`config.mk`:
```
export PLATFORM = sky130hd
export DESIGN_NAME = craps_referee
export DESIGN_NICKNAME = d
export VERILOG_FILES = /design/src/rtl/dice_pkg.sv /design/src/rtl/roll_conditioner.sv /design/src/rtl/craps_referee.sv
export SDC_FILE = /design/constraint.sdc
export NUM_CORES = 1
export LEC_CHECK = 0
export CAP_MARGIN = 25
export CORE_MARGIN = 2
export CORE_UTILIZATION = 40
export CTS_CLUSTER_DIAMETER = 50
export DETAILED_ROUTE_END_ITERATION = 16
export PLACE_DENSITY_LB_ADDON = 0.3
export SETUP_SLACK_MARGIN = 0.02
export SYNTH_ARGS = -nofsm -noshare
export SYNTH_HDL_FRONTEND = slang
export SYNTH_SLANG_ARGS = --single-unit
```
`constraint.sdc`:
```
create_clock -name clk -period 2.2 [get_ports clk]
set_input_delay 0.33 -clock clk [delete_from_list [all_inputs] [get_ports clk]]
set_output_delay 0.33 -clock clk [all_outputs]
set_load 0.05 [all_outputs]
```
`src/rtl/dice_pkg.sv`:
```
// Shared dice/craps types and constants for the referee and its helpers.
package dice_pkg;

    localparam int DIE_W = 3;
    localparam int SUM_W = 4;

    localparam logic [DIE_W-1:0] DIE_MIN = 3'd1;
    localparam logic [DIE_W-1:0] DIE_MAX = 3'd6;

    localparam logic [SUM_W-1:0] NATURAL_7  = 4'd7;
    localparam logic [SUM_W-1:0] NATURAL_11 = 4'd11;
    localparam logic [SUM_W-1:0] CRAPS_2    = 4'd2;
    localparam logic [SUM_W-1:0] CRAPS_3    = 4'd3;
    localparam logic [SUM_W-1:0] CRAPS_12   = 4'd12;

    typedef enum logic [1:0] {
        COMEOUT = 2'd0,
        POINT   = 2'd1,
        WIN     = 2'd2,
        LOSE    = 2'd3
    } game_state_t;

    function automatic logic die_legal(input logic [DIE_W-1:0] d);
        return (d >= DIE_MIN) && (d <= DIE_MAX);
    endfunction

endpackage

```
`src/rtl/roll_conditioner.sv`:
```
// Button conditioner: 2-flop synchroniser, optional debounce, single-cycle rise pulse.
// Debounce is built only when CRAPS_DEBOUNCE_EN is defined.
module roll_conditioner #(
    parameter int DEBOUNCE_CYCLES = 16
) (
    input  logic clk,
    input  logic rst,
    input  logic i_btn,
    output logic o_rise
);

    if (DEBOUNCE_CYCLES < 1 || DEBOUNCE_CYCLES > 65535) begin : g_range_check
        $error("DEBOUNCE_CYCLES out of range 1..65535");
    end

    logic r_sync1;
    logic r_roll_s;
    logic r_roll_d;
    logic w_roll_db;

    // NOTE: every clocked register uses <= so all flops sample pre-edge values together.
    always_ff @(posedge clk) begin
        if (rst) begin
            r_sync1  <= 1'b0;
            r_roll_s <= 1'b0;
        end else begin
            r_sync1  <= i_btn;
            r_roll_s <= r_sync1;
        end
    end

`ifdef CRAPS_DEBOUNCE_EN
    localparam int DB_W = $clog2(DEBOUNCE_CYCLES + 1);

    logic [DB_W-1:0] r_db_cnt;
    logic            r_roll_db;

    // Count mismatching cycles; the level flips on the DEBOUNCE_CYCLES-th one.
    always_ff @(posedge clk) begin
        if (rst) begin
            r_db_cnt  <= '0;
            r_roll_db <= 1'b0;
        end else if (r_roll_s == r_roll_db) begin
            r_db_cnt  <= '0;
        end else if (r_db_cnt == DB_W'(DEBOUNCE_CYCLES - 1)) begin
            r_db_cnt  <= '0;
            r_roll_db <= r_roll_s;
        end else begin
            r_db_cnt  <= r_db_cnt + 1'b1;
        end
    end

    assign w_roll_db = r_roll_db;
`else
    assign w_roll_db = r_roll_s;
`endif

    always_ff @(posedge clk) begin
        if (rst) r_roll_d <= 1'b0;
        else     r_roll_d <= w_roll_db;
    end

    assign o_rise = w_roll_db & ~r_roll_d;

endmodule

```
`src/rtl/craps_referee.sv`:
```
// Craps referee: samples the dice on each roll press and tracks come-out/point/win/lose.
// Optional button debounce selected by CRAPS_DEBOUNCE_EN (see roll_conditioner).
module craps_referee
    import dice_pkg::*;
#(
    parameter int DEBOUNCE_CYCLES = 16,
    parameter int CNT_W           = 8
) (
    input  logic             clk,
    input  logic             rst,
    input  logic             roll_btn,
    input  logic             new_game,
    input  logic [DIE_W-1:0] dice1_in,
    input  logic [DIE_W-1:0] dice2_in,
    output logic [DIE_W-1:0] die1_q,
    output logic [DIE_W-1:0] die2_q,
    output logic [SUM_W-1:0] sum_q,
    output logic [SUM_W-1:0] point_q,
    output logic [1:0]       state_q,
    output logic             win,
    output logic             lose,
    output logic             dice_err,
    output logic [CNT_W-1:0] roll_count
);

    game_state_t      r_state, w_next_state;
    logic [SUM_W-1:0] r_point, w_next_point;
    logic [DIE_W-1:0] r_die1, r_die2;
    logic [SUM_W-1:0] r_sum;
    logic [CNT_W-1:0] r_count;
    logic             r_win, r_lose, r_dice_err;

    logic             w_roll_rise;
    logic             w_in_play;
    logic             w_legal;
    logic             w_accept;
    logic             w_illegal;
    logic [SUM_W-1:0] w_sum;

    roll_conditioner #(
        .DEBOUNCE_CYCLES(DEBOUNCE_CYCLES)
    ) u_roll_conditioner (
        .clk   (clk),
        .rst   (rst),
        .i_btn (roll_btn),
        .o_rise(w_roll_rise)
    );

    // new_game swallows any coincident roll, legal or not.
    assign w_in_play = (r_state == COMEOUT) || (r_state == POINT);
    assign w_legal   = die_legal(dice1_in) && die_legal(dice2_in);
    assign w_accept  = w_roll_rise && w_in_play && w_legal && !new_game;
    assign w_illegal = w_roll_rise && w_in_play && !w_legal && !new_game;
    assign w_sum     = SUM_W'(dice1_in) + SUM_W'(dice2_in);

    // NOTE: defaults first, so every path assigns every output and no latch is inferred.
    always_comb begin
        w_next_state = r_state;
        w_next_point = r_point;
        if (new_game) begin
            w_next_state = COMEOUT;
            w_next_point = '0;
        end else if (w_accept) begin
            unique case (r_state)
                COMEOUT: begin
                    if (w_sum == NATURAL_7 || w_sum == NATURAL_11) begin
                        w_next_state = WIN;
                    end else if (w_sum == CRAPS_2 || w_sum == CRAPS_3 || w_sum == CRAPS_12) begin
                        w_next_state = LOSE;
                    end else begin
                        w_next_state = POINT;
                        w_next_point = w_sum;
                    end
                end
                POINT: begin
                    if (w_sum == r_point)        w_next_state = WIN;
                    else if (w_sum == NATURAL_7) w_next_state = LOSE;
                end
                default: ;
            endcase
        end
    end

    always_ff @(posedge clk) begin
        if (rst) begin
            r_state <= COMEOUT;
            r_point <= '0;
            r_win   <= 1'b0;
            r_lose  <= 1'b0;
        end else begin
            r_state <= w_next_state;
            r_point <= w_next_point;
            r_win   <= (w_next_state == WIN);
            r_lose  <= (w_next_state == LOSE);
        end
    end

    always_ff @(posedge clk) begin
        if (rst) begin
            r_die1     <= '0;
            r_die2     <= '0;
            r_sum      <= '0;
            r_count    <= '0;
            r_dice_err <= 1'b0;
        end else begin
            r_dice_err <= w_illegal;
            if (new_game) begin
                r_die1  <= '0;
                r_die2  <= '0;
                r_sum   <= '0;
                r_count <= '0;
            end else if (w_accept) begin
                r_die1 <= dice1_in;
                r_die2 <= dice2_in;
                r_sum  <= w_sum;
                if (r_count != '1) r_count <= r_count + 1'b1;
            end
        end
    end

    assign die1_q     = r_die1;
    assign die2_q     = r_die2;
    assign sum_q      = r_sum;
    assign point_q    = r_point;
    assign state_q    = r_state;
    assign win        = r_win;
    assign lose       = r_lose;
    assign dice_err   = r_dice_err;
    assign roll_count = r_count;

endmodule
```
# Word-level counts from Yosys, hierarchy flattened
# Index checks and enable logic that the tools add are counted.
# totals
ff_bits	30
out_inout_bits	27
# classes
n_addsub	2
magnitude_cmp	4
eq_ne	10
muxes	7
n_bitwise	4
reduce_logical	18
# op_table
operator	count
$mux 2	6
$add 8x1->8 const B	1
$eq 4x2->1 const B	2
$eq 4x4->1 const B	2
$logic_and 1x1->1	8
$ne 8x8->1 const B	1
$ge 3x1->1 const B	2
$le 3x3->1 const B	2
$add 3x3->4	1
$eq 2x2->1 const B	2
$eq 4x3->1 const B	1
$eq 4x4->1	1
$logic_or 1x1->1	4
$pmux 2 s2	1
$reduce_and 4->1	1
$not 1->1	3
$eq 2x1->1 const B	1
$logic_not 1->1	2
$logic_not 2->1	1
$reduce_and 2->1	1
$reduce_or 2->1	1
$and 1x1->1	1

# Longest topological paths before layout
# Gate-level depths: netlist of run 1.
# depth
ltp_word	10
ltp_mapped	8

# Hierarchy
# Synthesis of run 1 repeated with hierarchy kept, for this count alone.
# hier_totals
hier_cells	172
area_unflattened_um2	1480.2
# modules_own_cells
mod	instances	cells_each	area_each_um2	seq_area_each_um2
craps_referee	1	165	1392.6	540.5
roll_conditioner	1	7	87.6	60.1

# Least setup slack after synthesis of run 1
# Ideal clock, no wire load.
# synth_path
path_kind	input to register
start	input dice1_in[0]
end	register r_point[0] (netlist: point_q[0])
t_arrival_ps	2061
t_required_ps	2072
setup_slack_ps	11
path_stages	8
path_buffers	0
path_cell_list	ha_1 -> fa_1 -> nand2_1 -> a2111oi_2 -> nor2_1 -> nand4b_4 -> mux2i_1 -> nor2_1
# synth_between
elab_chain_len	6
# synth_lines
element	line_no	source
start, declared	craps_referee.sv:13	input logic [DIE_W-1:0] dice1_in,
$add 3x3->4 *	craps_referee.sv:54	assign w_sum = SUM_W'(dice1_in) + SUM_W'(dice2_in);
named net w_sum[1]	craps_referee.sv:38	logic [SUM_W-1:0] w_sum;
$eq 4x2->1	craps_referee.sv:68	end else if (w_sum == CRAPS_2 || w_sum == CRAPS_3 || w_sum == CRAPS_12) begin
$logic_or 1x1->1 (2 in series)	craps_referee.sv:68	
$not 1->1 (no line)	n/a	
$reduce_and 4->1 (no line) *	n/a	
end signal, assigned	craps_referee.sv:92	r_point <= w_next_point;
end, declared	craps_referee.sv:27	logic [SUM_W-1:0] r_point, w_next_point;
# The timed path passes the listed nets; every way through them passes the cells marked *.
# A chain may end at the register's enable or synchronous reset.

# Worst setup path in the final report of run 1
# layout_path
start	input dice2_in[2]
end	register r_state[0] (netlist: state_q[0])
# layout_between
elab_chain_len	7
# layout_lines
element	line_no	source
start, declared	craps_referee.sv:14	input logic [DIE_W-1:0] dice2_in,
$add 3x3->4, or another cell as far along	craps_referee.sv:54	
$eq 4x3->1, or another cell as far along	craps_referee.sv:66, craps_referee.sv:77	
$mux 2, or another cell as far along	craps_referee.sv:77	else if (w_sum == NATURAL_7) w_next_state = LOSE;
$mux 2, or another cell as far along	craps_referee.sv:76	if (w_sum == r_point) w_next_state = WIN;
$pmux 2 s2 or $logic_and 1x1->1 (tied branches)	craps_referee.sv:64, craps_referee.sv:52	
$mux 2 *	craps_referee.sv:63	end else if (w_accept) begin
$mux 2 *	craps_referee.sv:60	if (new_game) begin
end signal, assigned	craps_referee.sv:91	r_state <= w_next_state;
end, declared	craps_referee.sv:26	game_state_t r_state, w_next_state;
# Mark *: on every way between the ends. The rest lies on a longest branch, timed or not.

==> flow_metrics.py, run 1 <==
metrics = {
    "synthesis": {
        "yosys_warnings": 0,
        "synth_compound_area_frac": 0.0691,
        "ys_types": 33,
        "synthSimpleGateAreaFrac": 0.242,
        "synth_top_family_by_area": "simple AND/OR/NAND/NOR gates",
        "syn_avg_cell_area_um2": 9.30,
        "syn_inst": 148,
        "synth_top_cell_by_area": "dfxtp_1",
        "synthMuxAreaShare": 0.0945,
        "seq_area_frac_synth": 0.436,
        "syn_area_um2": 1380,
        "synth_xor_area_frac": 0.0827,
        "synth_area_leaders": "dfxtp_1 44%, mux2i_1 9.5%, nor2_1 8.5%, xnor2_1 6.4%, ha_1 3.6%",
        "synthFlopType": "dfxtp_1",
        "synth.net_count": 163,
        "synth_fa_ha_area_frac": 0.0509,
        "ys_seq_elements": 30,
        "synth-edff-count": 0,
        "synth_top_area_share": 0.436,
        "async_flop_share": 0,
    },
    "floorplan": {
        "coreArea_um2": 3310,
        "die_w_um": 62.7,
        "dieArea_um2": 3930,
        "io_pins": 37,
        "die_h_um": 62.7,
        "start_util": 0.416,
        "rows": 21,
    },
    "route": {
        "first_pass_iters": 4,
        "finalWirelength_mm": 3.58,
        "wire_per_inst_um": 14.2,
        "first_iter_violations": 33,
        "route.detailed.drc": 0,
        "via_per_inst": 5.03,
        "vias": 1267,
        "drtAntennaViolNets": 0,
    },
    "clock_network": {
        "cts_num_sinks": 30,
        "root_buffer": "clkbuf_4",
        "cts-htree-levels": 2,
        "ctsHoldBuffers": 0,
        "cts_tree": "yes",
        "clk_latency_ns": 0.33,
        "cts_inserted_buffers": 5,
        "clkTransAtPathRegs_ns": 0.10,
        "cts_setup_buffers": 0,
        "clk_path_buf_depth": 2,
    },
    "power": {
        "ir_drop_mv": 0.433,
        "p_total_w": 0.00135,
        "p_int_w": 0.00104,
        "combPwrFrac": 0.163,
        "p_sw_frac": 0.230,
        "switching_power_w": 0.000311,
        "clkPwrFrac": 0.429,
        "powerDensity_nw_per_um2": 623,
        "seqPwrFrac": 0.408,
        "p_leak_nw": 0.871,
    },
    "timing": {
        "slew_headroom": 0.656,
        "hold_violations": 0,
        "fin_ws_ns": 0.0984,
        "period_minus_slack_ns": 2.10,
        "rsz0062_at_grt": "no",
        "fin_crit_sh": 0.955,
        "tightest_slew_ns": 0.514,
        "timing.fmax_mhz": 476,
        "final_max_slew_viol_count": 0,
        "setup-violations-final": 0,
        "clock_skew_ns": 0.0103,
        "hold_slack_ns": 0.368,
    },
    "critical_path": {
        "cp-startpoint": "dice2_in[2]",
        "crit_path_end_kind": "flop",
        "critPathLaunchType": "input port",
        "worstPathArrival_ns": 2.39,
        "crit_type": "input port to flop",
        "rr_startpoint": "state_q[1]",
        "crit_required_ns": 2.48,
        "worstRegToRegCells": 7,
        "cp_max_fo": 4,
    },
    "min_path": {
        "whs_path_depth": 4,
        "worstHoldStart": "dice2_in[0]",
        "min_path_type": "input port to flop",
    },
    "finish": {
        "num-nets-final": 220,
        "layout_common_cells": "31 x clkdlybuf4s50_1, 30 x nor2_1, 30 x dfxtp_1",
        "fin_cells": 252,
        "final_common_cell": "clkdlybuf4s50_1",
        "drive_above_1_share": 0.243,
        "area_delta_synth_final_pct": 57.4,
        "antenna_cells": 0,
        "finalInstanceArea_um2": 2170,
    },
    "place": {
        "dpl_cell_area_um2": 1920,
        "post-place-ws_ns": -0.557,
        "dp_cells": 244,
        "dp_hpwl_mm": 2.52,
        "io_buffers": 36,
        "gp_congestion": 0.776,
    },
    "grt": {
        "antenna_found_initial": 0,
        "overflow": 0,
        "grt_first_pass_wirelength_mm": 5.96,
        "grt_usage": 0.194,
        "grt_pass1_vias": 1296,
        "grt_max_degree": 24,
    },
    "status": {
        "status": "complete, no violations",
    },
    "run": {
        "max_cap_viol_count": 0,
    },
}
[registers in the layout, indices dropped and copies added (netlist names)]
name,cells
state_q,2
u_roll_conditioner.r_sync1,1
point_q,4
u_roll_conditioner.r_roll_d,1
dice_err,1
u_roll_conditioner.r_roll_s,1
lose,1
die2_q,3
roll_count,8
die1_q,3
sum_q,4
win,1
[repair_timing]
item                                    4_1_cts  5_1_grt
gates resized for setup                      21       11
endpoints found under the setup margin        8        8
pin swaps                                     9        7
[metrics by stage]
step / TNS [ns] / util
floorplan: 0 / -
global placement: -4.35 / 0.581
detailed placement: -5.43 / 0.581
CTS: 0 / 0.644
global route: 0 / 0.654
finish: 0 / 0.654
[cell usage after synthesis (4+ instances only)]
cell type / number
nor2_1: 31
dfxtp_1: 30
mux2i_1: 13
xnor2_1: 10
nand3_1: 7
a21oi_1: 6
nand2_1: 5
clkbuf_1: 4
ha_1: 4
[power by group through the flow]
stage,combinational (W),sequential [W],clock (W)
floorplan,0.0000846,0.000572,0
CTS,0.000210,0.000551,0.000589
global placement,0.000174,0.000563,0
detailed placement,0.000180,0.000563,0
global route,0.000237,0.000551,0.000621
finish,0.000219,0.000551,0.000579
[critical path, cell delays in order]
cell and delay (ns):
clkdlybuf4s50_1 0.46, ha_4 0.35, buf_4 0.16, buf_4 0.12, a2111oi_4 0.07, or4_4 0.55
a21oi_4 0.19, and2b_1 0.15
[area by class of cell]
cell class	count	area, um2
Timing Repair Buffer	57	508
Inverter	1	3.75
Sequential cell	30	601
Tap cell	46	57.6
Multi-Input combinational cell	110	885
Clock buffer	6	51.3
Fill cell	285	1140
Clock inverter	2	60.1
[worst paths after layout]
check / slack [ns] / end
max: 0.1 / state_q[0]
min: 0.37 / die2_q[0]
max reg2reg: 0.20 / roll_count[7]
min reg2reg: 0.45 / u_roll_conditioner.r_roll_s
[cells by family (layout without fill, tap and decap cells)]
logic type               count (synthesis)  count (layout)
AO/OA/AOI/OAI                           14              14
XOR/XNOR                                13              13
adder cells (fa/ha/maj)                  5               5
buffers and inverters                    8              66
flip-flops                              30              30
multiplexers                            13              13
AND/OR/NAND/NOR                         65              65
[routing by layer]
layer	vias to the layer above	global-route usage	wire, um
li1	623	-	-
met2	31	0.340	1880
met5	-	0	0
met4	0	0.0750	99
met3	12	0.0739	178
met1	601	0.212	1430
(Power assumes the default switching activity.)
==> inputs of run 2 (changes only) <==
GPL_TIMING_DRIVEN = 0   (was unset)
==> flow_metrics.py, run 2 (synthesis gave the netlist of run 1 again) <==
metrics = {
    "critical_path": {
        "critPathLaunchType": "input port",
        "rr_startpoint": "state_q[1]",
        "crit_type": "input port to flop",
        "worstRegToRegCells": 7,
        "r2r-end": "roll_count[7]",
        "crit_path_end_kind": "flop",
        "cp-startpoint": "dice1_in[1]",
        "cp_max_fo": 5,
        "crit_required_ns": 2.42,
        "reg2reg_setup_slack_ns": 0.26,
        "worstPathArrival_ns": 2.32,
    },
    "place": {
        "post-place-ws_ns": -0.739,
        "dp_hpwl_mm": 2.33,
        "dpl_cell_area_um2": 1800,
        "dp_cells": 230,
        "io_buffers": 36,
        "gp_congestion": 0.739,
    },
    "power": {
        "powerDensity_nw_per_um2": 545,
        "p_leak_nw": 0.754,
        "ir_drop_mv": 0.450,
    },
    "timing": {
        "hold_slack_ns": 0.301,
        "timing.fmax_mhz": 475,
        "fin_crit_sh": 0.957,
        "rsz0062_at_grt": "no",
        "final_max_slew_viol_count": 0,
        "hold_violations": 0,
        "fin_ws_ns": 0.0945,
        "period_minus_slack_ns": 2.11,
        "tightest_slew_ns": 0.523,
        "tns_ns": 0,
        "clock_skew_ns": 0.0129,
        "slew_headroom": 0.651,
        "setup-violations-final": 0,
    },
    "run": {
        "max_cap_viol_count": 0,
    },
    "floorplan": {
        "die_h_um": 62.7,
        "rows": 21,
        "coreArea_um2": 3310,
        "dieArea_um2": 3930,
        "io_pins": 37,
        "start_util": 0.416,
        "die_w_um": 62.7,
    },
    "clock_network": {
        "clkTransAtPathRegs_ns": 0.10,
        "cts_inserted_buffers": 5,
        "clk_path_buf_depth": 2,
        "cts_num_sinks": 30,
        "root_buffer": "clkbuf_4",
        "cts-htree-levels": 2,
        "clk_latency_ns": 0.33,
        "ctsHoldBuffers": 0,
        "cts_tree": "yes",
    },
    "finish": {
        "num-nets-final": 208,
        "area_delta_synth_final_pct": 39.9,
        "largest_reg_flops": 8,
        "layout_common_cells": "30 x nor2_1, 30 x dfxtp_1, 30 x clkdlybuf4s50_1",
        "drive_above_1_share": 0.141,
        "antenna_cells": 0,
        "finalInstanceArea_um2": 1930,
        "fin_cells": 238,
        "fillers": 311,
    },
    "route": {
        "via_per_inst": 5.19,
        "vias": 1235,
        "first_pass_iters": 4,
        "finalWirelength_mm": 3.31,
        "drtAntennaViolNets": 0,
        "route.detailed.drc": 0,
        "first_iter_violations": 42,
        "wire_per_inst_um": 13.9,
    },
    "min_path": {
        "hold_end": "die1_q[0]",
        "min_path_type": "input port to flop",
        "worstHoldStart": "dice1_in[0]",
        "whs_path_depth": 3,
    },
    "status": {
        "status": "complete, no violations",
    },
    "grt": {
        "antenna_found_initial": 0,
        "grt_usage": 0.182,
        "grt_max_degree": 11,
        "grt_first_pass_wirelength_mm": 5.69,
        "overflow": 0,
        "grt_pass1_vias": 1274,
    },
}
run 2: timing repair:
action	CTS	global route
buffers inserted	2	0
pin swaps	6	5
endpoints found under the hold margin	0	0
resized for setup	19	8
endpoints found under the setup margin	8	7
cloned	0	0
run 2: layout make-up:
type / instances / area (um2) / area share
sequential: 30 / 601 / 0.312
tap: 46 / 57.6 / 0.0299
inverter: 1 / 3.75 / 0.00195
multi-input combinational: 110 / 823 / 0.428
buffer: 7 / 32.5 / 0.0169
timing repair buffer: 38 / 357 / 0.185
clock buffer: 6 / 51.3 / 0.0266
run 2: worst max path at each step:
stage,end,depth (start not counted)
after floorplan,point_q[0],8
after global placement,point_q[3],9
after detailed placement,point_q[1],9
after CTS,point_q[1],9
after global routing,point_q[1],8
final,point_q[1],8
run 2: critical path, stage by stage:
cell           delay (ns)
dlygate4sd2_1        0.31
fa_2                 0.63
nand2_2              0.10
a2111oi_4            0.41
nor2_2               0.09
nand4b_4             0.16
mux2i_1              0.23
nor2_1               0.06
run 2: through the flow:
step                      utilization  total power, W
after CTS                       0.580         0.00104
final                           0.582         0.00105
after global placement          0.543        0.000700
after global routing            0.582         0.00109
after floorplan                     -        0.000657
after detailed placement        0.543        0.000706
run 2: layer usage:
| layer | track usage | part of all wire | wire [um] | vias to the layer above |
|---|---|---|---|---|
| met3 | 0.0541 | 0.057 | 188 | 8 |
| li1 | - | - | - | 600 |
| met2 | 0.315 | 0.50 | 1670 | 35 |
| met5 | 0 | 0 | 0 | - |
| met1 | 0.211 | 0.42 | 1380 | 592 |
| met4 | 0.0722 | 0.021 | 70 | 0 |
run 2: report_power, final:
part	internal, W	switching, W	total, W	leakage (nW)
Sequential	0.000547	0.00000269	0.000550	0.242
Clock	0.000144	0.000176	0.000319	0.0302
Combinational	0.0000741	0.000105	0.000179	0.482
Total	0.000765	0.000284	0.00105	0.754
==> inputs of run 3 (changes only) <==
CTS_CLUSTER_SIZE = 20   (was unset)
==> results of run 3 <==
No change in the layout: final DEF, timing and power equal those of run 2.
